==> config.mk <==
export PLATFORM = sky130hd
export DESIGN_NAME = write_data_flat
export DESIGN_NICKNAME = d
export VERILOG_FILES = /design/src/rtl/write_data_if.sv /design/src/rtl/write_data.sv /design/src/flat_wrapper.sv
export SDC_FILE = /design/constraint.sdc
export NUM_CORES = 1
export LEC_CHECK = 0
export BUFFER_PORTS_ARGS = -buffer_cell sky130_fd_sc_hd__buf_2
export CAP_MARGIN = 20
export CORE_UTILIZATION = 38
export DETAILED_ROUTE_END_ITERATION = 8
export GPL_TIMING_DRIVEN = 0
export HOLD_SLACK_MARGIN = 0.1
export PLACE_DENSITY = 0.72
export SLEW_MARGIN = 20
export SYNTH_ARGS = -nofsm -noshare
export SYNTH_HDL_FRONTEND = slang
export SYNTH_SLANG_ARGS = --single-unit
export TNS_END_PERCENT = 50
==> constraint.sdc <==
create_clock -name clk -period 4.04 [get_ports clk]
set_input_delay 0.404 -clock clk [delete_from_list [all_inputs] [get_ports clk]]
set_output_delay 0.404 -clock clk [all_outputs]
set_load 0.02 [all_outputs]
==> src/rtl/write_data_if.sv <==
`default_nettype none
// ============================================================================
//  Module      : write_data_if
//  Description : Pixel-pair stream in, frame-store write port and status out.
//                The master side is the upstream stage; the slave side is the
//                write_data block.
//  Revision    : 1.0  initial release
// ============================================================================
interface write_data_if #(
    parameter int IMAGE_WIDTH  = 768,
    parameter int IMAGE_HEIGHT = 512
);
    localparam int ADDR_WIDTH = $clog2(IMAGE_WIDTH * IMAGE_HEIGHT / 2);

    // Stream from the upstream stage
    logic                  vertical_Pulse;
    logic                  horizontal_Pulse;
    logic [7:0]            data_R_Even;
    logic [7:0]            data_G_Even;
    logic [7:0]            data_B_Even;
    logic [7:0]            data_R_Odd;
    logic [7:0]            data_G_Odd;
    logic [7:0]            data_B_Odd;

    // Frame-store write port and status
    logic                  wr_En;
    logic [ADDR_WIDTH-1:0] wr_Addr;
    logic [47:0]           wr_Data;
    logic                  done_Flag;
    logic                  row_Error;
    logic                  overflow_Error;

    modport master (
        output vertical_Pulse, horizontal_Pulse,
        output data_R_Even, data_G_Even, data_B_Even,
        output data_R_Odd, data_G_Odd, data_B_Odd,
        input  wr_En, wr_Addr, wr_Data, done_Flag, row_Error, overflow_Error
    );

    modport slave (
        input  vertical_Pulse, horizontal_Pulse,
        input  data_R_Even, data_G_Even, data_B_Even,
        input  data_R_Odd, data_G_Odd, data_B_Odd,
        output wr_En, wr_Addr, wr_Data, done_Flag, row_Error, overflow_Error
    );
endinterface
`default_nettype wire

==> src/rtl/write_data.sv <==
`default_nettype none
// ============================================================================
//  Module      : write_data
//  Description : Packs even/odd RGB pixel pairs into 48-bit BGR words and
//                writes them bottom-up into a frame store. Flags frame
//                completion, short rows and pairs arriving outside a frame.
//  Revision    : 1.0  initial release
// ============================================================================
module write_data #(
    parameter int IMAGE_WIDTH  = 768,
    parameter int IMAGE_HEIGHT = 512
) (
    input  wire          clk,
    input  wire          reset,
    write_data_if.slave  bus
);
    localparam int ADDR_WIDTH = $clog2(IMAGE_WIDTH * IMAGE_HEIGHT / 2);
    localparam int COL_W      = (IMAGE_WIDTH / 2 > 1) ? $clog2(IMAGE_WIDTH / 2) : 1;
    localparam int ROW_W      = (IMAGE_HEIGHT > 1) ? $clog2(IMAGE_HEIGHT) : 1;

    localparam logic [COL_W-1:0]      c_COL_LAST  = COL_W'(IMAGE_WIDTH / 2 - 1);
    localparam logic [ROW_W-1:0]      c_ROW_LAST  = ROW_W'(IMAGE_HEIGHT - 1);
    localparam logic [ADDR_WIDTH-1:0] c_ROW_PAIRS = ADDR_WIDTH'(IMAGE_WIDTH / 2);

    typedef enum logic [1:0] {
        ST_IDLE     = 2'd0,
        ST_WAIT_ROW = 2'd1,
        ST_IN_ROW   = 2'd2,
        ST_DONE     = 2'd3
    } state_t;

    state_t                r_state,   w_state_nxt;
    logic [COL_W-1:0]      r_col,     w_col_nxt;
    logic [ROW_W-1:0]      r_row,     w_row_nxt;
    logic                  r_wr_en,   w_wr_en_nxt;
    logic [ADDR_WIDTH-1:0] r_wr_addr, w_wr_addr_nxt;
    logic [47:0]           r_wr_data, w_wr_data_nxt;
    logic                  r_done,    w_done_nxt;
    logic                  r_row_err, w_row_err_nxt;
    logic                  r_ovf_err, w_ovf_err_nxt;

    logic [ADDR_WIDTH-1:0] w_addr;
    logic [47:0]           w_pair;

    // Bottom-up placement: first received row maps to the last memory row
    assign w_addr = (ADDR_WIDTH'(c_ROW_LAST) - ADDR_WIDTH'(r_row)) * c_ROW_PAIRS
                  + ADDR_WIDTH'(r_col);

    // BMP byte order, low byte first: B,G,R of even pixel then of odd pixel
    assign w_pair = {bus.data_R_Odd,  bus.data_G_Odd,  bus.data_B_Odd,
                     bus.data_R_Even, bus.data_G_Even, bus.data_B_Even};

    // State, counters and registered outputs
    always_ff @(posedge clk) begin
        if (!reset) begin
            r_state   <= ST_IDLE;
            r_col     <= '0;
            r_row     <= '0;
            r_wr_en   <= 1'b0;
            r_wr_addr <= '0;
            r_wr_data <= '0;
            r_done    <= 1'b0;
            r_row_err <= 1'b0;
            r_ovf_err <= 1'b0;
        end else begin
            r_state   <= w_state_nxt;
            r_col     <= w_col_nxt;
            r_row     <= w_row_nxt;
            r_wr_en   <= w_wr_en_nxt;
            r_wr_addr <= w_wr_addr_nxt;
            r_wr_data <= w_wr_data_nxt;
            r_done    <= w_done_nxt;
            r_row_err <= w_row_err_nxt;
            r_ovf_err <= w_ovf_err_nxt;
        end
    end

    // Next-state, counter and output decisions; frame start overrides everything
    always_comb begin
        w_state_nxt   = r_state;
        w_col_nxt     = r_col;
        w_row_nxt     = r_row;
        w_wr_en_nxt   = 1'b0;
        w_wr_addr_nxt = r_wr_addr;
        w_wr_data_nxt = r_wr_data;
        w_done_nxt    = r_done;
        w_row_err_nxt = r_row_err;
        w_ovf_err_nxt = r_ovf_err;

        if (bus.vertical_Pulse) begin
            // Any pair presented together with the frame start is dropped
            w_state_nxt   = ST_WAIT_ROW;
            w_col_nxt     = '0;
            w_row_nxt     = '0;
            w_done_nxt    = 1'b0;
            w_row_err_nxt = 1'b0;
            w_ovf_err_nxt = 1'b0;
        end else begin
            case (r_state)
                ST_WAIT_ROW, ST_IN_ROW: begin
                    if (bus.horizontal_Pulse) begin
                        w_wr_en_nxt   = 1'b1;
                        w_wr_addr_nxt = w_addr;
                        w_wr_data_nxt = w_pair;
                        if (r_col == c_COL_LAST) begin
                            // Row complete; a width-2 image lands here from WAIT_ROW
                            w_col_nxt = '0;
                            if (r_row == c_ROW_LAST) begin
                                w_state_nxt = ST_DONE;
                                w_done_nxt  = 1'b1;
                            end else begin
                                w_row_nxt   = r_row + ROW_W'(1);
                                w_state_nxt = ST_WAIT_ROW;
                            end
                        end else begin
                            w_col_nxt   = r_col + COL_W'(1);
                            w_state_nxt = ST_IN_ROW;
                        end
                    end else if (r_state == ST_IN_ROW) begin
                        // Burst ended mid-row: restart this row on the next burst
                        w_row_err_nxt = 1'b1;
                        w_col_nxt     = '0;
                        w_state_nxt   = ST_WAIT_ROW;
                    end
                end
                default: begin
                    // IDLE or DONE: a pair here is outside any frame
                    if (bus.horizontal_Pulse) begin
                        w_ovf_err_nxt = 1'b1;
                    end
                end
            endcase
        end
    end

    assign bus.wr_En          = r_wr_en;
    assign bus.wr_Addr        = r_wr_addr;
    assign bus.wr_Data        = r_wr_data;
    assign bus.done_Flag      = r_done;
    assign bus.row_Error      = r_row_err;
    assign bus.overflow_Error = r_ovf_err;

endmodule
`default_nettype wire

==> src/flat_wrapper.sv <==
// flat-port wrapper written by rule: the top's interface ports become plain ports
module write_data_flat 
#(
    parameter int IMAGE_WIDTH  = 768,
    parameter int IMAGE_HEIGHT = 512
)
  (clk, reset, bus_vertical_Pulse, bus_horizontal_Pulse, bus_data_R_Even, bus_data_G_Even, bus_data_B_Even, bus_data_R_Odd, bus_data_G_Odd, bus_data_B_Odd, bus_wr_En, bus_wr_Addr, bus_wr_Data, bus_done_Flag, bus_row_Error, bus_overflow_Error);
  write_data_if #(.IMAGE_WIDTH(IMAGE_WIDTH), .IMAGE_HEIGHT(IMAGE_HEIGHT)) bus_i ();
  input  wire clk;
  input  wire reset;
  input wire logic [$bits(bus_i.vertical_Pulse)-1:0] bus_vertical_Pulse;
  input wire logic [$bits(bus_i.horizontal_Pulse)-1:0] bus_horizontal_Pulse;
  input wire logic [$bits(bus_i.data_R_Even)-1:0] bus_data_R_Even;
  input wire logic [$bits(bus_i.data_G_Even)-1:0] bus_data_G_Even;
  input wire logic [$bits(bus_i.data_B_Even)-1:0] bus_data_B_Even;
  input wire logic [$bits(bus_i.data_R_Odd)-1:0] bus_data_R_Odd;
  input wire logic [$bits(bus_i.data_G_Odd)-1:0] bus_data_G_Odd;
  input wire logic [$bits(bus_i.data_B_Odd)-1:0] bus_data_B_Odd;
  output wire logic [$bits(bus_i.wr_En)-1:0] bus_wr_En;
  output wire logic [$bits(bus_i.wr_Addr)-1:0] bus_wr_Addr;
  output wire logic [$bits(bus_i.wr_Data)-1:0] bus_wr_Data;
  output wire logic [$bits(bus_i.done_Flag)-1:0] bus_done_Flag;
  output wire logic [$bits(bus_i.row_Error)-1:0] bus_row_Error;
  output wire logic [$bits(bus_i.overflow_Error)-1:0] bus_overflow_Error;
  assign bus_i.vertical_Pulse = bus_vertical_Pulse;
  assign bus_i.horizontal_Pulse = bus_horizontal_Pulse;
  assign bus_i.data_R_Even = bus_data_R_Even;
  assign bus_i.data_G_Even = bus_data_G_Even;
  assign bus_i.data_B_Even = bus_data_B_Even;
  assign bus_i.data_R_Odd = bus_data_R_Odd;
  assign bus_i.data_G_Odd = bus_data_G_Odd;
  assign bus_i.data_B_Odd = bus_data_B_Odd;
  assign bus_wr_En = bus_i.wr_En;
  assign bus_wr_Addr = bus_i.wr_Addr;
  assign bus_wr_Data = bus_i.wr_Data;
  assign bus_done_Flag = bus_i.done_Flag;
  assign bus_row_Error = bus_i.row_Error;
  assign bus_overflow_Error = bus_i.overflow_Error;
  write_data #(.IMAGE_WIDTH(IMAGE_WIDTH), .IMAGE_HEIGHT(IMAGE_HEIGHT)) u_core (.clk(clk), .reset(reset), .bus(bus_i));
endmodule
==> reports/metrics.cfg <==
[final_layout]
fin_util_pct = 49.4
syn_to_final_growth_pct = 23.7
diodes = 0
drive_gt1_share_pct = 24.7
nets = 700
finish.instance_area_sq_mm = 0.00519
layout_common_cells = nand2_1, buf_2, dfxtp_1
multi_input_area_sq_mm = 0.00224
final_common_cell = nand2_1
fill_cells = 1020
seq_area_sq_mm = 0.00180

[worst_setup_path]
required_ns = 4.29
r2r_cells = 10
cp.arrival_ns = 2.79
r2r_start = u_core.r_row[1]
cp-end-kind = flop
cp_num_buf_inv = 2
worst-path-max-fanout = 5
crit_path_cell_trace = inv_1, ha_1, inv_1, fa_1, xnor2_1, nand3b_1, nand3b_2, nor4_2, xnor2_1, o21ai_1
crit_family = simple AND/OR/NAND/NOR gates
cpPeakStageDelay_ns = 0.43
reg2reg_slack_ns = 1.49
crit_type = flop to flop
timing.rr.end = u_core.bus.wr_Addr[17]
cp-start-kind = flop
crit_slowest_cell = fa_1

[synth]
synth_top_area_share_pct = 42.9
synth-seq-area-share_pct = 42.9
syn_area_per_cell_sq_um = 8.54
synth_largest_area_cell = dfxtp_1
yosys-top-cells-area = dfxtp_1, nand2_1, a21boi_0
syn_inst = 491
synth_seq_cells = 90
synth_fp_nets = 568
ys_types = 55
ys_warn_count = 0
syn_area_sq_mm = 0.00420

[detailed_routing]
num_vias = 3741
wire_per_inst_um = 13.2
via_per_inst = 4.90
drc = 0
wirelength_um = 10100
dr.pass1.iters = 5
detail-route-antenna-nets = 0
drtIter0Drc = 181

[power_and_ir_drop]
powerDensity_mw_per_mm2 = 340
peakVddDrop_v = 0.000137
leakage_nw = 2.23
power_mw = 1.77

[global_route]
grt_pass1_vias = 3611
grt_pass1_wl_um = 16500
grtUsageTotal_pct = 18.2
antenna_found_initial = 0
gr-total-overflow = 0
grt_start_max_net_pins = 15

[floorplan]
initial_utilization_pct = 39.9
io_pins = 122
die_h_um = 107
core-area_sq_mm = 0.0105
fp-row-count = 37
dieArea_sq_mm = 0.0115
die_width_um = 107

[worst_hold_path]
min_path_type = input pin to flop
whs_endpoint = u_core.bus.wr_Data[16]
min_from = bus_data_R_Even[0]
hold_depth = 3

[placed_design]
dp_hpwl_um = 7830
gp_congestion = 0.835
placed_cell_area_sq_mm = 0.00497
portBuffers = 121

[cts]
cts_max_level = 3
clkTransAtPathRegs_ns = 0.09
cts_buffer_depth = 2
ctsHoldBuffers = 0
clock-root-buffer = clkbuf_8
post-cts-setup-buffer-count = 0
cts_sinks = 90
clock_latency_ns = 0.36
post_cts_resize_count = 0
tritoncts = built
cts_buffers = 9

[timing]
skew_ns = 0.00797
fmax_ghz = 0.393
fin_crit_ns = 2.55
finalSetupViolCount = 0
slew_violations = 0
final.setup.tns_ns = 0
slew-limit-headroom_pct = 57.6
hold_viol = 0
holdWs_ns = 0.280
tightestPinTransition_ns = 0.631
grt_setup_unrepaired = false
finalCritPeriodShare_pct = 63.0

[outcome]
outcome = complete, no violations

[job]
maxCapViolCount = 0

-- report_power, final --
group          internal, mW  switching, mW
clock network         0.366          0.308
logic                0.0645          0.103
registers             0.911         0.0120
-- how the worst max path moves through the flow --
stage | cells past startpoint | slack, ns | end | startpoint
after floorplan | 10 | 1.76 | u_core.bus.wr_Addr[17] | u_core.r_row[1]
after global placement | 10 | 1.56 | u_core.bus.wr_Addr[17] | u_core.r_row[1]
after detailed placement | 10 | 1.51 | u_core.bus.wr_Addr[17] | u_core.r_row[1]
after CTS | 10 | 1.48 | u_core.bus.wr_Addr[17] | u_core.r_row[1]
after global routing | 10 | 1.27 | u_core.bus.wr_Addr[15] | u_core.r_row[1]
final | 10 | 1.49 | u_core.bus.wr_Addr[17] | u_core.r_row[1]
-- Yosys cell counts (all sizes together) --
library cell,instances
a2111oi,1
and2,3
a32o,1
a21boi,58
buf,11
or3b,1
and3,1
nor2,31
nand2,136
a221oi,1
nand3,13
nor3,5
a211oi,1
or2,2
inv,15
a31oi,1
nand2b,3
nor3b,1
nor4,3
o211a,4
o31ai,2
o31a,1
o211ai,1
o21ai,13
o21a,3
ha,23
or4,1
xor2,7
nand3b,3
dfxtp,90
o21bai,1
fa,2
a22oi,2
clkbuf,12
and4,1
a21oi,8
xnor2,17
mux2i,2
nand4,4
a21o,1
or3,1
nor2b,4
-- stage by stage --
step / setup slack (ns) / std cells
after floorplan: 1.76 / 491
after global placement: 1.56 / 748
after detailed placement: 1.51 / 748
after CTS: 1.48 / 764
after global routing: 1.27 / 764
final: 1.49 / 764
-- worst reg2reg max path, delay by kind of cell (launching register included) --
family / cells / cell delay (ns)
XOR/XNOR: 2 / 0.45
AND/OR/NAND/NOR: 3 / 0.74
flip-flops: 1 / 0.38
buffers and inverters: 2 / 0.17
adder cells (fa/ha/maj): 2 / 0.63
AO/OA/AOI/OAI: 1 / 0.08
-- layer usage --
metal  share of wire [%]  track usage [%]  routed length, um  vias up
met5                   0                0                  0        -
met4                 1.3             5.58                130        0
met3                 6.7             4.50                683       13
met2                  48             33.1               4860      113
met1                  44             20.8               4450     1721
li1                    -                -                  -     1894
-- cell type report --
| class | instances | share of cell area (%) |
|---|---|---|
| multi-input combinational | 363 | 43.2 |
| sequential | 90 | 34.7 |
| timing repair buffer | 121 | 11.7 |
| tap | 136 | 3.28 |
| clock buffer | 12 | 2.80 |
| buffer | 23 | 1.83 |
| clock inverter | 4 | 1.45 |
| inverter | 15 | 1.08 |
-- logic make-up after synthesis --
family,Yosys count,share of synthesized area [%]
compound gates,99,17.4
xor+xnor,24,5.01
fa+ha+maj,25,7.81
buf+inv,38,3.61
flops,90,42.9
mux,2,0.477
simple gates,213,22.8
-- registers in the layout, indices dropped and copies added, names as in the netlist --
signal / cells
u_core.bus.wr_Data: 48
u_core.bus.wr_Addr: 18
u_core.r_col: 9
u_core.r_row: 9
u_core.r_state: 2
u_core.bus.done_Flag: 1
u_core.bus.overflow_Error: 1
u_core.bus.row_Error: 1
u_core.bus.wr_En: 1
(Power assumes the default switching activity.)
